## src/rtl/pe_column_pkg.sv

```systemverilog
// rtl/pe_column_pkg.sv - shared constants and helpers for the PE column
package pe_column_pkg;

  localparam int DEF_NUM_PE     = 8;
  localparam int DEF_DATA_WIDTH = 16;
  localparam int DEF_ACC_WIDTH  = 32;
  localparam int DEF_OUTPUT_LAT = 1;

  // Working width for the generic saturate helper (accumulators up to 64 bits)
  localparam int SAT_W = 64;

  // Lowest bit of lane 'lane' inside a packed word of 'width'-bit lanes
  function automatic int lane_lsb(input int lane, input int width);
    return lane * width;
  endfunction

  // Clamp a sign-extended value into the signed range of 'width' bits
  function automatic logic signed [SAT_W-1:0] saturate(input logic signed [SAT_W-1:0] v,
                                                       input int width);
    logic signed [SAT_W-1:0] hi;
    logic signed [SAT_W-1:0] lo;
    hi = $signed((64'd1 << (width - 1)) - 64'd1);
    lo = -hi - 64'sd1;
    if (v > hi) return hi;
    if (v < lo) return lo;
    return v;
  endfunction

endpackage

```

## src/rtl/pe_mac.sv

```systemverilog
// rtl/pe_mac.sv - one signed MAC cell with registered clr/srcb/srca pass-through
module pe_mac
  import pe_column_pkg::*;
#(
  parameter int DATA_WIDTH = DEF_DATA_WIDTH,
  parameter int ACC_WIDTH  = DEF_ACC_WIDTH
) (
  input  logic                  clk_i,
  input  logic                  rst_i,
  input  logic                  clr_i,
  input  logic [DATA_WIDTH-1:0] a_i,
  input  logic [DATA_WIDTH-1:0] b_i,
  output logic                  clr_o,
  output logic [DATA_WIDTH-1:0] a_o,
  output logic [DATA_WIDTH-1:0] b_o,
  output logic [ACC_WIDTH-1:0]  acc_o
);

  logic                           clr_q;
  logic [DATA_WIDTH-1:0]          a_q;
  logic [DATA_WIDTH-1:0]          b_q;
  logic signed [ACC_WIDTH-1:0]    acc_q;
  logic signed [ACC_WIDTH-1:0]    acc_d;
  logic signed [2*DATA_WIDTH-1:0] a_ext;
  logic signed [2*DATA_WIDTH-1:0] b_ext;
  logic signed [2*DATA_WIDTH-1:0] prod;

  assign a_ext = (2*DATA_WIDTH)'($signed(a_i));
  assign b_ext = (2*DATA_WIDTH)'($signed(b_i));
  assign prod  = a_ext * b_ext;

  // Accumulator restarts on clr, otherwise adds the sign-extended product (wraps)
  always_comb begin
    acc_d = acc_q + ACC_WIDTH'(prod);
    if (clr_i) acc_d = ACC_WIDTH'(prod);
  end

  // Pass-through registers and accumulator state
  always_ff @(posedge clk_i or posedge rst_i) begin
    if (rst_i) begin
      clr_q <= 1'b0;
      a_q   <= '0;
      b_q   <= '0;
      acc_q <= '0;
    end else begin
      clr_q <= clr_i;
      a_q   <= a_i;
      b_q   <= b_i;
      acc_q <= acc_d;
    end
  end

  assign clr_o = clr_q;
  assign a_o   = a_q;
  assign b_o   = b_q;
  assign acc_o = acc_q;

endmodule

```

## src/rtl/pe_column_stream.sv

```systemverilog
// rtl/pe_column_stream.sv - PE column with skewed lane capture and valid/ready output (PE_COLUMN_SAT_EN selects saturating lanes)
module pe_column_stream
  import pe_column_pkg::*;
#(
  parameter int NUM_PE     = DEF_NUM_PE,
  parameter int DATA_WIDTH = DEF_DATA_WIDTH,
  parameter int ACC_WIDTH  = DEF_ACC_WIDTH,
  parameter int OUTPUT_LAT = DEF_OUTPUT_LAT
) (
  input  logic                         clk_i,
  input  logic                         rst_i,
  input  logic                         clr_i,
  output logic                         clr_o,
  input  logic                         we_i,
  output logic                         we_o,
  input  logic [NUM_PE*DATA_WIDTH-1:0] srca_word_i,
  output logic [NUM_PE*DATA_WIDTH-1:0] srca_word_o,
  input  logic [DATA_WIDTH-1:0]        srcb_i,
  output logic                         word_valid_o,
  input  logic                         word_ready_i,
  output logic [NUM_PE*DATA_WIDTH-1:0] wordp_o,
  output logic                         ovf_o
);

  localparam int WORD_W = NUM_PE * DATA_WIDTH;
  localparam int SR_TOP = OUTPUT_LAT + NUM_PE - 1;
  localparam int CNT_W  = $clog2(NUM_PE);

  logic                  clr_chain [NUM_PE+1];
  logic [DATA_WIDTH-1:0] b_chain   [NUM_PE+1];
  logic [ACC_WIDTH-1:0]  psum      [NUM_PE];
  logic [DATA_WIDTH-1:0] lane_res  [NUM_PE];

  assign clr_chain[0] = clr_i;
  assign b_chain[0]   = srcb_i;

  genvar k;
  generate
    for (k = 0; k < NUM_PE; k++) begin : g_pe
      pe_mac #(
        .DATA_WIDTH(DATA_WIDTH),
        .ACC_WIDTH (ACC_WIDTH)
      ) u_pe (
        .clk_i(clk_i),
        .rst_i(rst_i),
        .clr_i(clr_chain[k]),
        .a_i  (srca_word_i[lane_lsb(k, DATA_WIDTH) +: DATA_WIDTH]),
        .b_i  (b_chain[k]),
        .clr_o(clr_chain[k+1]),
        .a_o  (srca_word_o[lane_lsb(k, DATA_WIDTH) +: DATA_WIDTH]),
        .b_o  (b_chain[k+1]),
        .acc_o(psum[k])
      );
`ifdef PE_COLUMN_SAT_EN
      assign lane_res[k] = DATA_WIDTH'(saturate(SAT_W'($signed(psum[k])), DATA_WIDTH));
`else
      assign lane_res[k] = psum[k][DATA_WIDTH-1:0];
`endif
    end
  endgenerate

  assign clr_o = clr_chain[1];

  logic              we_q;
  logic [CNT_W-1:0]  cnt_q, cnt_d;
  logic [SR_TOP:1]   shift_q, shift_d;
  logic [WORD_W-1:0] asm_q, asm_d;
  logic [WORD_W-1:0] out_q, out_d;
  logic              valid_q, valid_d;
  logic              ovf_q, ovf_d;
  logic              we_acc, we_bad, last_cap, can_load;

  assign we_acc   = we_i && (cnt_q == '0);
  assign we_bad   = we_i && (cnt_q != '0);
  assign last_cap = shift_q[SR_TOP];
  assign can_load = !valid_q || word_ready_i;

  // Spacing guard, capture skew, lane assembly and output hand-off
  always_comb begin
    cnt_d   = cnt_q;
    shift_d = {shift_q[SR_TOP-1:1], we_acc};
    asm_d   = asm_q;
    out_d   = out_q;
    valid_d = valid_q;
    ovf_d   = ovf_q | we_bad;

    if (we_acc)              cnt_d = CNT_W'(NUM_PE - 1);
    else if (cnt_q != '0)    cnt_d = cnt_q - 1'b1;

    for (int i = 0; i < NUM_PE; i++) begin
      if (shift_q[OUTPUT_LAT+i]) asm_d[i*DATA_WIDTH +: DATA_WIDTH] = lane_res[i];
    end

    if (valid_q && word_ready_i) valid_d = 1'b0;

    if (last_cap) begin
      if (can_load) begin
        out_d   = asm_d;
        valid_d = 1'b1;
      end else begin
        ovf_d = 1'b1;
      end
    end
  end

  // State registers; reset drops any word in flight
  always_ff @(posedge clk_i or posedge rst_i) begin
    if (rst_i) begin
      we_q    <= 1'b0;
      cnt_q   <= '0;
      shift_q <= '0;
      asm_q   <= '0;
      out_q   <= '0;
      valid_q <= 1'b0;
      ovf_q   <= 1'b0;
    end else begin
      we_q    <= we_i;
      cnt_q   <= cnt_d;
      shift_q <= shift_d;
      asm_q   <= asm_d;
      out_q   <= out_d;
      valid_q <= valid_d;
      ovf_q   <= ovf_d;
    end
  end

  assign we_o         = we_q;
  assign word_valid_o = valid_q;
  assign wordp_o      = out_q;
  assign ovf_o        = ovf_q;

endmodule

```

## config.mk

```make
export PLATFORM = sky130hd
export DESIGN_NAME = pe_column_stream
export DESIGN_NICKNAME = d
export VERILOG_FILES = /design/src/rtl/pe_column_pkg.sv /design/src/rtl/pe_mac.sv /design/src/rtl/pe_column_stream.sv
export SDC_FILE = /design/constraint.sdc
export NUM_CORES = 2
export LEC_CHECK = 0
export ABC_AREA = 1
export CAP_MARGIN = 10
export CORE_MARGIN = 2
export CORE_UTILIZATION = 40
export CTS_BUF_LIST = sky130_fd_sc_hd__clkbuf_4
export CTS_CLUSTER_DIAMETER = 60
export DETAILED_ROUTE_END_ITERATION = 16
export HOLD_SLACK_MARGIN = 0.03
export PLACE_DENSITY_LB_ADDON = 0.08
export SLEW_MARGIN = 10
export SYNTH_ARGS = -nofsm -noshare
export SYNTH_HDL_FRONTEND = slang
export SYNTH_SLANG_ARGS = --single-unit
```

## constraint.sdc

```tcl
create_clock -name clk_i -period 49.2 [get_ports clk_i]
set_clock_uncertainty 0.05 [all_clocks]
set_input_delay 9.84 -clock clk_i [delete_from_list [all_inputs] [get_ports clk_i]]
set_output_delay 9.84 -clock clk_i [all_outputs]
set_load 0.005 [all_outputs]
```

==> flow_metrics.env <==
export IMPL_hold_depth=0
export IMPL_wirelength_um=164000
export IMPL_hold_viol_final=0
export IMPL_post_route_period_util_pct=32.0
export IMPL_cp_arrival_ns=16.76
export IMPL_crit_slowest_cell="clkdlybuf4s50_1"
export IMPL_syn_cell_area_sq_mm=0.0618
export IMPL_hold_start="g_pe[5].u_pe.b_o[14]"
export IMPL_endpoint_kind="register"
export IMPL_routedWlPerCell_um=15.9
export IMPL_min_period_ns=15.74
export IMPL_clkLatencyLatePin_ns=1.20
export IMPL_core_area_sq_mm=0.154
export IMPL_dp_hpwl_um=128000
export IMPL_rsz0062_at_grt="no"
export IMPL_cts_setup_buffers=0
export IMPL_min_path_type="reg2reg"
export IMPL_placed_cell_area_sq_mm=0.0676
export IMPL_dieArea_sq_mm=0.158
export IMPL_grt_overflow=0
export IMPL_htreeDepth=4
export IMPL_numCtsBuffers=190
export IMPL_setup_worst_path_class="in2reg"
export IMPL_path_clk_slew_ns=0.06
export IMPL_synthesis_nets=9137
export IMPL_grt_pass1_wl_um=272000
export IMPL_worstPathRequired_ns=50.23
export IMPL_first_iter_violations=2171
export IMPL_crit_path_max_fanout=13
export IMPL_relSlewSlack_pct=36.5
export IMPL_synth_seq_cells=629
export IMPL_tightest_slew_ns=0.940
export IMPL_slowest_delay_ns=0.81
export IMPL_yosys_top_cells_area="dfrtp_1 25%, fa_1 21%, nand2_1 14%, ha_1 13%, inv_1 12%"
export IMPL_drive_above_1_share_pct=5.56
export IMPL_tritoncts="yes"
export IMPL_cts_sinks=629
export IMPL_dr_pass1_iters=5
export IMPL_ys_warnings_count=0
export IMPL_grt_pass1_vias=50930
export IMPL_die_x_um=397
export IMPL_critPathLaunchType="input port"
export IMPL_track_usage_pct=21.7
export IMPL_rows=144
export IMPL_fin_setup_tns_ns=0
export IMPL_nets=9527
export IMPL_fin_area_sq_mm=0.0701
export IMPL_antenna_found_initial=7
export IMPL_clock_path_buffers=3
export IMPL_avgSynthCellArea_sq_um=7.99
export IMPL_crit_top_cell="inv_1"
export IMPL_fillCellCount=15437
export IMPL_whs_ns=0.419
export IMPL_synth_top_cell_by_area="dfrtp_1"
export IMPL_syn_inst=7730
export IMPL_cts_root_buf="clkbuf_4"
export IMPL_r2r_start="g_pe[5].u_pe.b_o[1]"
export IMPL_max_clock_freq_ghz=0.0635
export IMPL_worstReg2RegEnd="g_pe[6].u_pe.acc_o[15]"
export IMPL_dieHeight_um=397
export IMPL_ys_seq_area_share_pct=25.5
export IMPL_synth_top_area_share_pct=25.5
export IMPL_gp_congestion=0.843
export IMPL_maxSlewViolCount=0
export IMPL_cts_resized=0
export IMPL_maxCapViolCount=0
export IMPL_io_pins=409
export IMPL_setup_viol=0
export IMPL_via_count=48116
export IMPL_start_util_pct=40.2
export IMPL_grt_max_degree=153
export IMPL_antenna_left=0
export IMPL_min_to="g_pe[6].u_pe.b_o[14]"
export IMPL_regToRegSetupSlack_ns=42.18
export IMPL_remaining_drc_errors=0
export IMPL_yosysUniqueCellTypes=45
export IMPL_cts_hold_buf=0
export IMPL_port_buffers=408
export IMPL_avgViaCountPerCell=4.67
export IMPL_rr_worst_depth=29
export IMPL_status="finished, final reports clean"
export IMPL_syn_to_final_growth_pct=13.4
[flip-flops by register name, indices dropped and copies added, names as in the netlist]
register         flops
g_pe.u_pe.acc_o    128
shift_q              8
g_pe.u_pe.a_o      128
word_valid_o         1
asm_q              112
g_pe.u_pe.clr_o      7
ovf_o                1
cnt_q                3
wordp_o            128
we_o                 1
g_pe.u_pe.b_o      112
[critical path: cells and delay by family]
family | cells | cell delay (ns)
buffers and inverters | 9 | 1.28
adders and majority gates | 8 | 3.41
AOI/OAI and AO/OA | 6 | 0.95
xor gates and xnor gates | 1 | 0.29
and+or+nand+nor | 8 | 0.99
[how the worst max path moves through the flow]
stage / from / to / slack, ns / cells after the start
3_3_place_gp: srca_word_i[102] / g_pe[6].u_pe.acc_o[15] / 32.29 / 32
3_5_place_dp: srca_word_i[99] / g_pe[6].u_pe.acc_o[15] / 32.28 / 32
2_1_floorplan: rst_i / asm_q[0] / 21.69 / 1
5_1_grt: srca_word_i[100] / g_pe[6].u_pe.acc_o[15] / 32.95 / 32
6_report: srca_word_i[100] / g_pe[6].u_pe.acc_o[15] / 33.46 / 32
4_1_cts: srca_word_i[99] / g_pe[6].u_pe.acc_o[15] / 33.62 / 32
[synthesized netlist by cell type, drive strengths merged]
cell     number
o311ai        2
o21a          8
a211oi        1
a31o          1
a31oi        15
buf          60
o211ai        1
a21oi       243
inv        1985
o22ai        10
a21boi       12
nand3b       31
a21o         15
o21ai       217
nand2      2290
ha          618
mux2        112
clkbuf      174
or2          25
nand4        18
dfrtp       629
o31ai        10
fa          640
nor3         26
xnor2        64
nand3       249
xor2        131
o21bai       25
nand2b        3
o2111ai      10
clkinv        2
and3          2
nor2        101
[cell families after synthesis]
family | count (synthesis) | share of synthesized area (%)
xor gates and xnor gates | 195 | 2.78
DFF | 629 | 25.5
muxes | 112 | 2.04
AOI/OAI and AO/OA | 570 | 5.07
adders and majority gates | 1258 | 33.3
and+or+nand+nor | 2745 | 17.7
buffers and inverters | 2221 | 13.7
[layout by cell type (no fill, tap or decap), types with 15 or more instances in the layout]
cell             count
a21o_1              15
or2_2               20
o21bai_1            25
inv_1             1983
ha_1               618
nand2_1           2284
dfrtp_1            629
o21ai_0            202
nand4_1             18
fa_1               640
mux2_2             112
buf_4               22
nor2_1             100
clkdlybuf4s50_1    408
clkinv_2            17
nor3_1              26
a31oi_1             15
xor2_1             130
clkinv_1            44
xnor2_1             64
clkbuf_4           253
nand3b_1            31
a21oi_1            243
nand3_1            249
[layout make-up]
class | instances | area, sq um | share of cell area (%)
multi-input combinational | 4880 | 37600 | 53.6
sequential | 629 | 15700 | 22.5
inverter | 1987 | 7470 | 10.7
timing repair buffer | 432 | 4290 | 6.12
tap | 2044 | 2560 | 3.65
clock buffer | 253 | 1900 | 2.71
clock inverter | 76 | 514 | 0.734
antenna | 7 | 17.5 | 0.0250
[layer usage]
layer	routed length (um)	part of all wire (%)	global-route usage, %
met1	76100	46	29.0
met2	77300	47	36.3
met3	7670	4.7	3.51
met4	3180	1.9	5.79
met5	11	0.0067	0
[stage by stage]
| stage | util (%) | worst slack [ns] | cells |
|---|---|---|---|
| 5_1_grt | 45.6 | 32.95 | 10307 |
| 2_1_floorplan | - | 21.69 | 7730 |
| 6_report | 45.6 | 33.46 | 10308 |
| 3_3_place_gp | 44.0 | 32.29 | 9972 |
| 3_5_place_dp | 44.0 | 32.28 | 9972 |
| 4_1_cts | 45.6 | 33.62 | 10301 |
Power is not shown: default switching activity piles up to over one toggle a cycle in this logic, so the estimate is an artifact.
